**src/rtl/hazard_ctrl.sv**
```systemverilog
// hazard_ctrl
// Central stall/flush controller for the 5-stage pipeline. It sequences
// multi-cycle flush windows after an EX-stage redirect and load-use bubbles.
// It also keeps saturating performance counters for stall cycles and
// accepted redirects.
//
// Ports
//   clk_i                 clock, rising edge
//   rst_ni                asynchronous reset, active-low
//   id_rs1_i, id_rs2_i    source registers of the instruction in ID
//   id_uses_rs1_i/rs2_i   ID instruction actually reads rs1 / rs2
//   ex_valid_i            EX holds a real instruction (not a bubble)
//   ex_rd_i               EX destination register
//   ex_mem_read_i         EX instruction is a load
//   ex_redirect_i         EX resolved a taken branch / jal / jalr
//   ex_redirect_target_i  byte address of the redirect target
//   mem_busy_i            data memory not ready, whole pipe freezes
//   perf_clr_i            synchronous clear of the perf counters
//   pc_write_o            PC load enable
//   if_id_write_o         IF/ID load enable
//   if_id_flush_o         IF/ID loads a NOP
//   id_ex_flush_o         ID/EX loads a bubble
//   ex_mem_hold_o         EX/MEM and MEM/WB hold
//   stall_o, flush_o      any stall / any squash this cycle
//   redirect_valid_o      PC takes redirect_pc_o this cycle
//   redirect_pc_o         redirect target, passed straight through
//   stall_count_o         cycles with stall_o=1 (saturating)
//   flush_count_o         accepted redirects (saturating)

module hazard_ctrl #(
  parameter int FLUSH_CYCLES     = 2,
  parameter int LOAD_USE_BUBBLES = 1,
  parameter int CNT_W            = 32
) (
  input  logic             clk_i,
  input  logic             rst_ni,
  input  logic [4:0]       id_rs1_i,
  input  logic [4:0]       id_rs2_i,
  input  logic             id_uses_rs1_i,
  input  logic             id_uses_rs2_i,
  input  logic             ex_valid_i,
  input  logic [4:0]       ex_rd_i,
  input  logic             ex_mem_read_i,
  input  logic             ex_redirect_i,
  input  logic [31:0]      ex_redirect_target_i,
  input  logic             mem_busy_i,
  input  logic             perf_clr_i,
  output logic             pc_write_o,
  output logic             if_id_write_o,
  output logic             if_id_flush_o,
  output logic             id_ex_flush_o,
  output logic             ex_mem_hold_o,
  output logic             stall_o,
  output logic             flush_o,
  output logic             redirect_valid_o,
  output logic [31:0]      redirect_pc_o,
  output logic [CNT_W-1:0] stall_count_o,
  output logic [CNT_W-1:0] flush_count_o
);

  localparam int MaxCnt = (FLUSH_CYCLES > LOAD_USE_BUBBLES) ? FLUSH_CYCLES : LOAD_USE_BUBBLES;
  localparam int CntW   = $clog2(MaxCnt + 1);

  typedef enum logic [1:0] {IDLE, FLUSH, LOAD_STALL} state_e;

  state_e            state_q, state_d;
  logic [CntW-1:0]   cnt_q, cnt_d;
  logic [CNT_W-1:0]  stall_cnt_q, flush_cnt_q;
  logic              redir, hz, redir_accept;

  assign redir = ex_valid_i & ex_redirect_i;

  // A load into x0 never produces a value, so it can never cause a stall.
  assign hz = ex_valid_i & ex_mem_read_i & (ex_rd_i != 5'd0) &
              ((id_uses_rs1_i & (id_rs1_i == ex_rd_i)) |
               (id_uses_rs2_i & (id_rs2_i == ex_rd_i)));

  assign redirect_pc_o = ex_redirect_target_i;

  // Output decode and next state. Priority: memory busy, then redirect,
  // then a fresh load-use hazard, then continuation of the current window.
  always_comb begin
    pc_write_o       = 1'b1;
    if_id_write_o    = 1'b1;
    if_id_flush_o    = 1'b0;
    id_ex_flush_o    = 1'b0;
    ex_mem_hold_o    = 1'b0;
    stall_o          = 1'b0;
    flush_o          = 1'b0;
    redirect_valid_o = 1'b0;
    redir_accept     = 1'b0;
    state_d          = state_q;
    cnt_d            = cnt_q;

    if (!rst_ni) begin
      pc_write_o    = 1'b0;
      if_id_write_o = 1'b0;
    end else if (mem_busy_i) begin
      // Whole pipe frozen; EX inputs stay put, so any pending event is
      // simply re-evaluated once memory is ready.
      pc_write_o    = 1'b0;
      if_id_write_o = 1'b0;
      ex_mem_hold_o = 1'b1;
      stall_o       = 1'b1;
    end else if (redir) begin
      redirect_valid_o = 1'b1;
      if_id_flush_o    = 1'b1;
      id_ex_flush_o    = 1'b1;
      flush_o          = 1'b1;
      redir_accept     = 1'b1;
      if (FLUSH_CYCLES > 1) begin
        state_d = FLUSH;
        cnt_d   = CntW'(FLUSH_CYCLES - 1);
      end else begin
        state_d = IDLE;
        cnt_d   = '0;
      end
    end else begin
      case (state_q)
        IDLE: begin
          if (hz) begin
            pc_write_o    = 1'b0;
            if_id_write_o = 1'b0;
            id_ex_flush_o = 1'b1;
            stall_o       = 1'b1;
            if (LOAD_USE_BUBBLES > 1) begin
              state_d = LOAD_STALL;
              cnt_d   = CntW'(LOAD_USE_BUBBLES - 1);
            end
          end
        end
        FLUSH: begin
          if_id_flush_o = 1'b1;
          id_ex_flush_o = 1'b1;
          flush_o       = 1'b1;
          cnt_d         = cnt_q - CntW'(1);
          if (cnt_q == CntW'(1)) state_d = IDLE;
        end
        LOAD_STALL: begin
          pc_write_o    = 1'b0;
          if_id_write_o = 1'b0;
          id_ex_flush_o = 1'b1;
          stall_o       = 1'b1;
          cnt_d         = cnt_q - CntW'(1);
          if (cnt_q == CntW'(1)) state_d = IDLE;
        end
        default: begin
          state_d = IDLE;
          cnt_d   = '0;
        end
      endcase
    end
  end

  always_ff @(posedge clk_i or negedge rst_ni) begin
    if (!rst_ni) begin
      state_q <= IDLE;
      cnt_q   <= '0;
    end else begin
      state_q <= state_d;
      cnt_q   <= cnt_d;
    end
  end

  // Saturating perf counters; a clear beats an increment in the same cycle.
  always_ff @(posedge clk_i or negedge rst_ni) begin
    if (!rst_ni) begin
      stall_cnt_q <= '0;
      flush_cnt_q <= '0;
    end else if (perf_clr_i) begin
      stall_cnt_q <= '0;
      flush_cnt_q <= '0;
    end else begin
      if (stall_o && (stall_cnt_q != {CNT_W{1'b1}}))
        stall_cnt_q <= stall_cnt_q + CNT_W'(1);
      if (redir_accept && (flush_cnt_q != {CNT_W{1'b1}}))
        flush_cnt_q <= flush_cnt_q + CNT_W'(1);
    end
  end

  assign stall_count_o = stall_cnt_q;
  assign flush_count_o = flush_cnt_q;

endmodule

```
**config.mk**
```make
export PLATFORM = sky130hd
export DESIGN_NAME = hazard_ctrl
export DESIGN_NICKNAME = d
export VERILOG_FILES = /design/src/rtl/hazard_ctrl.sv
export SDC_FILE = /design/constraint.sdc
export NUM_CORES = 1
export LEC_CHECK = 0
export CAP_MARGIN = 20
export CORE_MARGIN = 2
export CORE_UTILIZATION = 45
export DETAILED_ROUTE_END_ITERATION = 16
export MAX_ROUTING_LAYER = met4
export PLACE_DENSITY = 0.92
export SETUP_SLACK_MARGIN = 0.15
export SYNTH_ARGS = -nofsm -noshare
export SYNTH_HDL_FRONTEND = slang
export SYNTH_SLANG_ARGS = --single-unit
```
**constraint.sdc**
```tcl
create_clock -name clk_i -period 2.6 [get_ports clk_i]
set_input_delay 0.26 -clock clk_i [delete_from_list [all_inputs] [get_ports clk_i]]
set_output_delay 0.26 -clock clk_i [all_outputs]
set_load 0.01 [all_outputs]
```
Yosys cells after proc, flatten, opt, wreduce, memory -nomap -nowiden --
Index checks and enable logic that the tools add are counted.
Storage, ports and cells: register bits after elaboration 68, input port bits 56, output and inout port bits 104, logic and storage cells 65
Operators by class: add/subtract/negate cells 3, equal/unequal tests 9, mux-type cells 32, bitwise gates (word level) 8, reductions and logical operators 9
Operators with widths (count):
- two-way mux 32 bit | 4
- adder 32 x 1 -> 32 bit, second input constant | 2
- != test 32 bit, second input constant | 2
- two-way mux 1 bit | 20
- equality test 5 bit | 2
- case mux 2 bit (2 select lines) | 2
- bitwise AND 1 bit | 6
- two-way mux 2 bit | 3
- case mux 1 bit (2 select lines) | 3
- nonzero test 5 bit | 1
- equality test 2 x 1 -> 1 bit, second input constant | 2
- AND reduction 4 bit | 1
- nonzero test 2 bit | 2
- != test 3 x 1 -> 1 bit, second input constant | 1
- AND reduction 3 bit | 1
- equality test 2 bit, second input constant | 1
- logical AND 1 bit | 2
- zero test 2 bit | 1
- != test 2 bit, second input constant | 1
- OR reduction 2 bit | 1
- subtractor 2 x 1 -> 2 bit, second input constant | 1
- inverter 1 bit | 1
- bitwise OR 1 bit | 1

Depth between registers and ports, before layout --
Gate-level depths: netlist of run 1.
word-level depth 12, gate-level depth with buffers 9, mapped depth without buffers 7

Worst setup path after synthesis of run 1 --
No wires, ideal clock.
path kind register -> register, start register stall_cnt_q[0] (netlist: stall_count_o[0]), end register stall_cnt_q[21] (netlist: stall_count_o[21]), setup time 0.125 ns, arrival 1.965 ns, data required time 2.475 ns, path slack 0.509 ns, cell stages (with the launch flop) 9, path buffers 2, period minus slack after synthesis 2.091 ns, cells stage by stage dfrtp_1 > ha_1 > nand2_1 > nor2_1 > and4_1 > buf_2 > buf_6 > nor4_2 > mux2_4
On the way: longest elaborated chain between the ends 3, elaborated cells on any way between the ends 6, those cells by class add/sub: 1; eq/ne: 1; mux: 2; reduce/logical: 2
Ends and longest elaborated chain:
- start: declaration | line 68 | logic [CNT_W-1:0] stall_cnt_q, flush_cnt_q;
- start signal: assignment | line 175 | stall_cnt_q <= stall_cnt_q + CNT_W'(1);
- adder 32 x 1 -> 32 bit or != test 32 bit (tied branches) | line 175, 174
- two-way mux 32 bit or logical AND 1 bit (tied branches) | line 174 | if (stall_o && (stall_cnt_q != {CNT_W{1'b1}}))
- two-way mux 32 bit or nonzero test 2 bit (tied branches)
Several ways; a longest one is shown, not always the timed one. The select of a mux whose other input is x is not followed. A chain may end at the register's enable or synchronous reset.

Worst setup path in the final report of run 1 --
start input ex_rd_i[1], end register stall_cnt_q[6] (netlist: stall_count_o[6])
On the way: longest elaborated chain between the ends 11, elaborated cells on any way between the ends 15, those cells by class eq/ne: 2; mux: 5; bitwise: 5; reduce/logical: 3
Ends and longest elaborated chain:
- start: declaration | line 42 | input logic [4:0] ex_rd_i,
- equality test 5 bit (on tied branches) | line 75, 76
- bitwise AND 1 bit (on tied branches) | line 75, 76
- bitwise OR 1 bit | line 75 | ((id_uses_rs1_i & (id_rs1_i == ex_rd_i)) |
- bitwise AND 1 bit (*) | line 74 | assign hz = ex_valid_i & ex_mem_read_i & (ex_rd_i != 5'd0) &
- two-way mux 1 bit (*) | line 121 | if (hz) begin
- case mux 1 bit (2 select lines) (*) | line 119 | case (state_q)
- two-way mux 1 bit (*) | line 105 | end else if (redir) begin
- two-way mux 1 bit (*) | line 98 | end else if (mem_busy_i) begin
- two-way mux 1 bit (*) | line 95 | if (!rst_ni) begin
- logical AND 1 bit (*) | line 174
- nonzero test 2 bit (no source line) (*)
Every way passes the cells marked *; elsewhere a longest branch is shown, timed or not.

==> qor.csv, run 1 <==
stage,metric,value,unit
sta,highest clock rate,427,MHz
sta,"Slew Viols, Final",0,
worst_setup_path,worst setup path class,input pin to register,
layout,share of post-route cells with drive strength above 1,0.0918,
worst_setup_path,Max Fanout on Critical Path,58,
yosys,fraction of registers with async set/reset,1.00,
clock_network,later-pin clock latency in the skew report,0.35,ns
global_route,global route total overflow,0,
worst_setup_path,delay of the slowest critical-path stage,0.55,ns
floorplan,die height,100,um
yosys,share of the yosys chip area belonging to registers,0.403,
yosys,cell types occupying the most area after synthesis,"sky130_fd_sc_hd__dfrtp_1 40%, sky130_fd_sc_hd__buf_4 6.3%, sky130_fd_sc_hd__a21oi_1 4.5%",
global_route,via count of the first global-routing pass,3598,
clock_network,number of CTS-inserted buffers,9,
sta,Final Cycle Share,0.901,
placement,post-detail-place hpwl,7.43,mm
sta,Worst-Margin Slew,0.694,ns
yosys,net count after synthesis,515,
job,maximum capacitance violations,0,
worst_setup_path,Register-to-Register Setup Slack,0.32,ns
worst_setup_path,CP Data Arrival Time,2.56,ns
yosys,Netlist Area Pre-Place,4160,um2
yosys,number of register bits inferred by synthesis,67,
yosys,average instance area after synthesis,9.12,um2
pwr,share of power burned in registers,0.471,
drt,DRC marker count from the first detailed-route iteration,118,
layout,"leading cell types in the layout, fill and taps excluded","87 x sky130_fd_sc_hd__clkdlybuf4s50_1, 67 x sky130_fd_sc_hd__dfrtp_1, 45 x sky130_fd_sc_hd__nor2_1",
pwr,P_int,1.72,mW
clock_network,Clock transition at path regs,0.08,ns
yosys,Cell variety after synth,46,
floorplan,floorplan die width,100,um
sta,final worst path period need,2.34,ns
sta,count of endpoints failing hold in the final timing report,0,
global_route,largest net degree at the start of global routing,59,
drt,iteration count of the initial detailed-routing pass,4,
floorplan,IO Pins,160,
floorplan,starting density of the core,0.457,
clock_network,CTS max path bufs,2,
outcome,result of the run,"complete, no violations",
clock_network,H-Tree Depth,3,
worst_setup_path,Worst setup EP type,register,
floorplan,core outline area,9110,um2
pwr,Clock Power Share,0.435,
sta,setup repair after global routing missed its margin,no,
drt,DRC Markers,0,
layout,number of antenna cells inserted,0,
placement,number of port buffers,95,
sta,Final Worst Setup Slack,0.256,ns
pwr,PwrDens,440,nW/um2
yosys,number of enable flip-flop cells after synthesis,0,
yosys,Post-Syn Instances,456,
placement,Post-Place Worst Slack,-0.00940,ns
pwr,Tot Pwr,2.29,mW
yosys,cell accounting for the most synthesized area,sky130_fd_sc_hd__dfrtp_1,
yosys,top-area cell type share of the netlist area,0.403,
drt,via density per instance,5.88,
floorplan,number of rows created at floorplan,35,
worst_setup_path,slowest library cell on the worst path,sky130_fd_sc_hd__clkdlybuf4s50_1,
worst_setup_path,buffer and inverter count on the worst path,3,
drt,routed wire length,10.6,mm
pwr,relative contribution of combinational cells to total power,0.094,
pwr,Switch Pwr,0.566,mW
drt,remaining antenna violation count,0,
layout,most common library cell in the layout ignoring fill and taps,sky130_fd_sc_hd__clkdlybuf4s50_1,
placement,placer's final routability congestion estimate,0.874,
yosys,most instantiated flip-flop cell in the synthesis netlist,sky130_fd_sc_hd__dfrtp_1,
floorplan,die area,10000,um2
pwr,worst IR drop on VDD,0.000323,V
worst_setup_path,WP data required,2.82,ns
layout,cell area after layout,5200,um2
sta,final setup violation count,0,
pwr,Static Leakage,2.02,nW
drt,Wirelength per Cell,16.8,um
layout,final net count,577,
pwr,net switching fraction of the power,0.247,
min_path,HP Class,input pin to asynchronous set/reset pin,
worst_setup_path,critical path launch point type,input pin,
global_route,initial antenna violation count,0,
yosys,count of synthesis-stage warnings from yosys,0,
clock_network,CTS tree,built,
drt,total vias in the final route,3731,
global_route,GRT Total Usage,0.219,
global_route,wire length of the first global-routing pass,17.2,mm
placement,area post-placement,4940,um2
clock_network,library cell used as clock root buffer,sky130_fd_sc_hd__clkbuf_8,
layout,layout-stage area growth over the synthesis result,25.1,%
worst_setup_path,critical-path cell list,"clkdlybuf4s50_1, xnor2_1, nand4_1, o22ai_2, a41oi_4, buf_4, buf_12, nor4_2, mux2_4",
sta,clock skew after layout,0.0147,ns
sta,tightest slew margin relative to the limit,0.537,
worst_setup_path,cell family with the largest share of critical-path delay,buffers and inverters,
clock_network,clock sink count,67,
[final timing paths]
check / startpoint / end / depth (start not counted)
worst max-delay path: ex_rd_i[1] / stall_count_o[6] / 9
worst min-delay path: rst_ni / flush_count_o[19] / 2
worst max register to register: stall_count_o[0] / stall_count_o[20] / 7
worst min register to register: cnt_q[0] / cnt_q[0] / 1
max in group asynchronous: rst_ni / flush_count_o[2] / 2
min in group clk_i: rst_ni / state_q[0] / 5
[worst reg2reg max path: cells and delay by family, from the launching register on]
family          cells  cell delay, ns
simple gates        4            1.08
compound gates      1            0.20
fa+ha+maj           1            0.26
flops               1            0.45
buf+inv             1            0.21
[per-layer routing]
metal,part of all wire,global-route usage
met5,0,-
met4,0.019,0.0875
met3,0.056,0.0362
met2,0.50,0.366
met1,0.42,0.265
[sequential cells by signal, summed over array words and instances (netlist names)]
signal         count
stall_count_o     32
cnt_q              2
flush_count_o     32
state_q            1
[power groups by stage]
stage / combinational (mW) / clock (mW) / sequential [mW]
final: 0.216 / 0.995 / 1.08
after global routing: 0.239 / 1.05 / 1.08
after CTS: 0.218 / 1.01 / 1.08
after detailed placement: 0.215 / 0 / 1.10
after global placement: 0.207 / 0 / 1.10
after floorplan: 0.163 / 0 / 1.10
[cell families (layout without fill, tap and decap cells)]
logic type      count (synthesis)  in the layout  share of synthesized area
simple gates                  201            201                      0.276
compound gates                 80             80                      0.118
flops                          67             67                      0.403
buf+inv                        65            132                      0.101
xor+xnor                       33             33                     0.0695
mux                             7              7                     0.0232
fa+ha+maj                       3              3                    0.00902
[cell usage after synthesis (12+ instances only)]
cell type / number
sky130_fd_sc_hd__a21oi_1: 37
sky130_fd_sc_hd__buf_4: 35
sky130_fd_sc_hd__dfrtp_1: 67
sky130_fd_sc_hd__nand2_1: 28
sky130_fd_sc_hd__nand3_1: 19
sky130_fd_sc_hd__nand4_1: 29
sky130_fd_sc_hd__nor2_1: 45
sky130_fd_sc_hd__o21ai_0: 16
sky130_fd_sc_hd__or3_1: 20
sky130_fd_sc_hd__or4_1: 12
sky130_fd_sc_hd__xnor2_1: 18
sky130_fd_sc_hd__xor2_1: 15
[what timing repair did]
action / 4_1_cts / 5_1_grt
resized for setup: 3 / 5
pin swaps: 1 / 3
setup buffers: 1 / 0
gates cloned: 0 / 0
hold buffers: 0 / 0
setup endpoints to repair: 3 / 11
[stage by stage]
| stage | TNS (ns) | util | hold WS [ns] | instances |
|---|---|---|---|---|
| floorplan | 0 | - | -0.0356 | 456 |
| global placement | 0 | 0.543 | 0.418 | 617 |
| detailed placement | -0.00940 | 0.543 | 0.424 | 617 |
| CTS | 0 | 0.569 | 0.0540 | 634 |
| global route | 0 | 0.571 | 0.0867 | 634 |
| finish | 0 | 0.571 | 0.0466 | 634 |
[final cells by class]
class                      instances  area, um2
clock buffer                      10        138
clock inverter                     6       88.8
fill                             778       3910
inverter                          10       37.5
multi-input combinational        324       2080
sequential                        67       1680
tap                              111        139
timing repair buffer             106       1040
No activity file was read; power rests on OpenSTA's default activity.
==> inputs of run 2 (changes only) <==
Settings changed: PLACE_DENSITY 0.92 to 0.8.
==> run 2 against run 1 <==
Compared with the run above:
- count of clock-buffer cells in the layout is 1 higher
- clock skew fell by 0.0044 ns
- setup slack gained 0.0062 ns
- sequential share of layout area down 0.077 points
- die area did not move
- highest routed layer unchanged
- critical endpoint is now stall_count_o[29]
==> qor.csv, run 2 (synthesized netlist as in run 1, its figures left out) <==
stage,metric,value,unit
clock_network,later-pin clock latency in the skew report,0.33,ns
worst_setup_path,Register-to-Register Path Depth,6,
worst_setup_path,cell family with the largest share of critical-path delay,buffers and inverters,
floorplan,die height,100,um
layout,share of post-route cells with drive strength above 1,0.0949,
floorplan,number of rows created at floorplan,35,
sta,count of endpoints failing hold in the final timing report,0,
sta,final worst path period need,2.34,ns
outcome,result of the run,"complete, no violations",
sta,Final Worst Setup Slack,0.262,ns
drt,iteration count of the initial detailed-routing pass,4,
pwr,PwrDens,412,nW/um2
drt,routed wire length,10.4,mm
layout,final net count,581,
sta,Final Cycle Share,0.899,
sta,clock skew after layout,0.0103,ns
drt,remaining antenna violation count,0,
drt,DRC Markers,0,
global_route,via count of the first global-routing pass,3641,
clock_network,H-Tree Depth,3,
pwr,share of power burned in registers,0.502,
drt,DRC marker count from the first detailed-route iteration,196,
worst_setup_path,WP data required,2.81,ns
global_route,wire length of the first global-routing pass,16.9,mm
worst_setup_path,critical path launch point type,input pin,
worst_setup_path,Register-to-Register Setup Slack,0.34,ns
drt,total vias in the final route,3770,
worst_setup_path,count of cell instances traversed by the critical path,8,
sta,highest clock rate,428,MHz
placement,number of port buffers,95,
clock_network,library cell used as clock root buffer,sky130_fd_sc_hd__clkbuf_8,
pwr,P_int,1.62,mW
job,maximum capacitance violations,0,
worst_setup_path,Worst setup EP type,register,
worst_setup_path,worst setup path class,input pin to register,
worst_setup_path,critical-path cell list,"clkdlybuf4s50_1, or3_1, o311a_4, a41oi_4, buf_4, buf_12, nor3_1, mux2_4",
worst_setup_path,CP Data Arrival Time,2.55,ns
pwr,Clock Power Share,0.395,
placement,post-detail-place hpwl,7.23,mm
pwr,Tot Pwr,2.15,mW
pwr,Static Leakage,2.03,nW
layout,most common library cell in the layout ignoring fill and taps,sky130_fd_sc_hd__clkdlybuf4s50_1,
sta,final setup violation count,0,
global_route,GRT Total Usage,0.213,
pwr,relative contribution of combinational cells to total power,0.103,
placement,placer's final routability congestion estimate,0.861,
pwr,Switch Pwr,0.523,mW
clock_network,Clock transition at path regs,0.07,ns
layout,Fill cells,820,
worst_setup_path,buffer and inverter count on the worst path,3,
floorplan,IO Pins,160,
layout,"Core Util, Final",0.573,
layout,"leading cell types in the layout, fill and taps excluded","87 x sky130_fd_sc_hd__clkdlybuf4s50_1, 67 x sky130_fd_sc_hd__dfrtp_1, 44 x sky130_fd_sc_hd__nor2_1",
floorplan,core outline area,9110,um2
placement,cell count after placement,618,
sta,"Slew Viols, Final",0,
min_path,HP Class,input pin to asynchronous set/reset pin,
sta,setup repair after global routing missed its margin,no,
sta,aggregate negative setup slack,0,ns
placement,Post-Place Worst Slack,0.0124,ns
worst_setup_path,delay of the slowest critical-path stage,0.48,ns
floorplan,floorplan die width,100,um
clock_network,clock sink count,67,
global_route,initial antenna violation count,0,
worst_setup_path,endpoint of the lowest-slack register-to-register path,stall_count_o[29],
clock_network,CTS max path bufs,2,
sta,tightest slew margin relative to the limit,0.558,
sta,Worst-Margin Slew,0.664,ns
layout,layout-stage area growth over the synthesis result,25.4,%
layout,number of antenna cells inserted,0,
clock_network,number of CTS-inserted buffers,9,
global_route,global route total overflow,0,
global_route,largest net degree at the start of global routing,59,
floorplan,starting density of the core,0.457,
clock_network,CTS tree,built,
worst_setup_path,start point of the critical path,ex_rd_i[0],
drt,via density per instance,5.91,
worst_setup_path,Max Fanout on Critical Path,58,
pwr,net switching fraction of the power,0.244,
worst_setup_path,slowest library cell on the worst path,sky130_fd_sc_hd__clkdlybuf4s50_1,
floorplan,die area,10000,um2
pwr,worst IR drop on VDD,0.000245,V
layout,count of non-filler cells in the finished layout,638,
drt,Wirelength per Cell,16.3,um
worst_setup_path,critical register-to-register path startpoint,stall_count_o[14],
==> run 2: area by class of cell <==
cell class / count / area (um2) / area share
Clock inverter: 5 / 52.6 / 0.0101
Sequential cell: 67 / 1680 / 0.321
Inverter: 10 / 37.5 / 0.00720
Multi-Input combinational cell: 324 / 2090 / 0.401
Timing Repair Buffer: 110 / 1080 / 0.207
Clock buffer: 11 / 141 / 0.0271
Tap cell: 111 / 139 / 0.0266
==> run 2: worst max path at each step <==
stage	slack, ns	end
2_1_floorplan	0.51	stall_count_o[21]
3_3_place_gp	0.04	stall_o
3_5_place_dp	0.01	stall_o
4_1_cts	0.07	stall_o
5_1_grt	0.19	stall_count_o[31]
6_report	0.26	stall_count_o[29]
==> run 2: per-layer routing <==
metal  up-vias  track usage  wire length [um]
met2       124        0.350              5150
met4         0       0.0885               182
li1       1752            -                 -
met5         -            -                 0
met3        25       0.0299               518
met1      1869        0.266              4520
==> run 2: power groups by stage <==
stage / sequential, mW / clock, mW / combinational [mW]
after floorplan: 1.10 / 0 / 0.163
after global placement: 1.10 / 0 / 0.209
after detailed placement: 1.10 / 0 / 0.213
after CTS: 1.08 / 0.873 / 0.217
after global routing: 1.08 / 0.920 / 0.243
final: 1.08 / 0.848 / 0.221
==> run 2: worst reg2reg max path: stages (launching register included) <==
cell	delay [ns]
sky130_fd_sc_hd__dfrtp_1	0.43
sky130_fd_sc_hd__and3_1	0.32
sky130_fd_sc_hd__nor3b_2	0.43
sky130_fd_sc_hd__nand3_1	0.14
sky130_fd_sc_hd__nand2b_1	0.25
sky130_fd_sc_hd__nor3_1	0.25
sky130_fd_sc_hd__mux2_4	0.32
==> run 2: repair_timing <==
action | in CTS | in global routing
resized for setup | 3 | 7
cloned | 0 | 0
pin swaps | 1 | 4
setup buffers | 0 | 2
setup endpoints to repair | 3 | 4
hold endpoints to repair | 11 | 0
hold buffers | 2 | 0
==> run 2: per-stage QoR <==
stage	hold WS, ns	instance area [um2]
floorplan	-0.0356	4160
global placement	0.375	4950
detailed placement	0.352	4950
CTS	0.157	5170
global route	0.181	5220
finish	0.152	5220
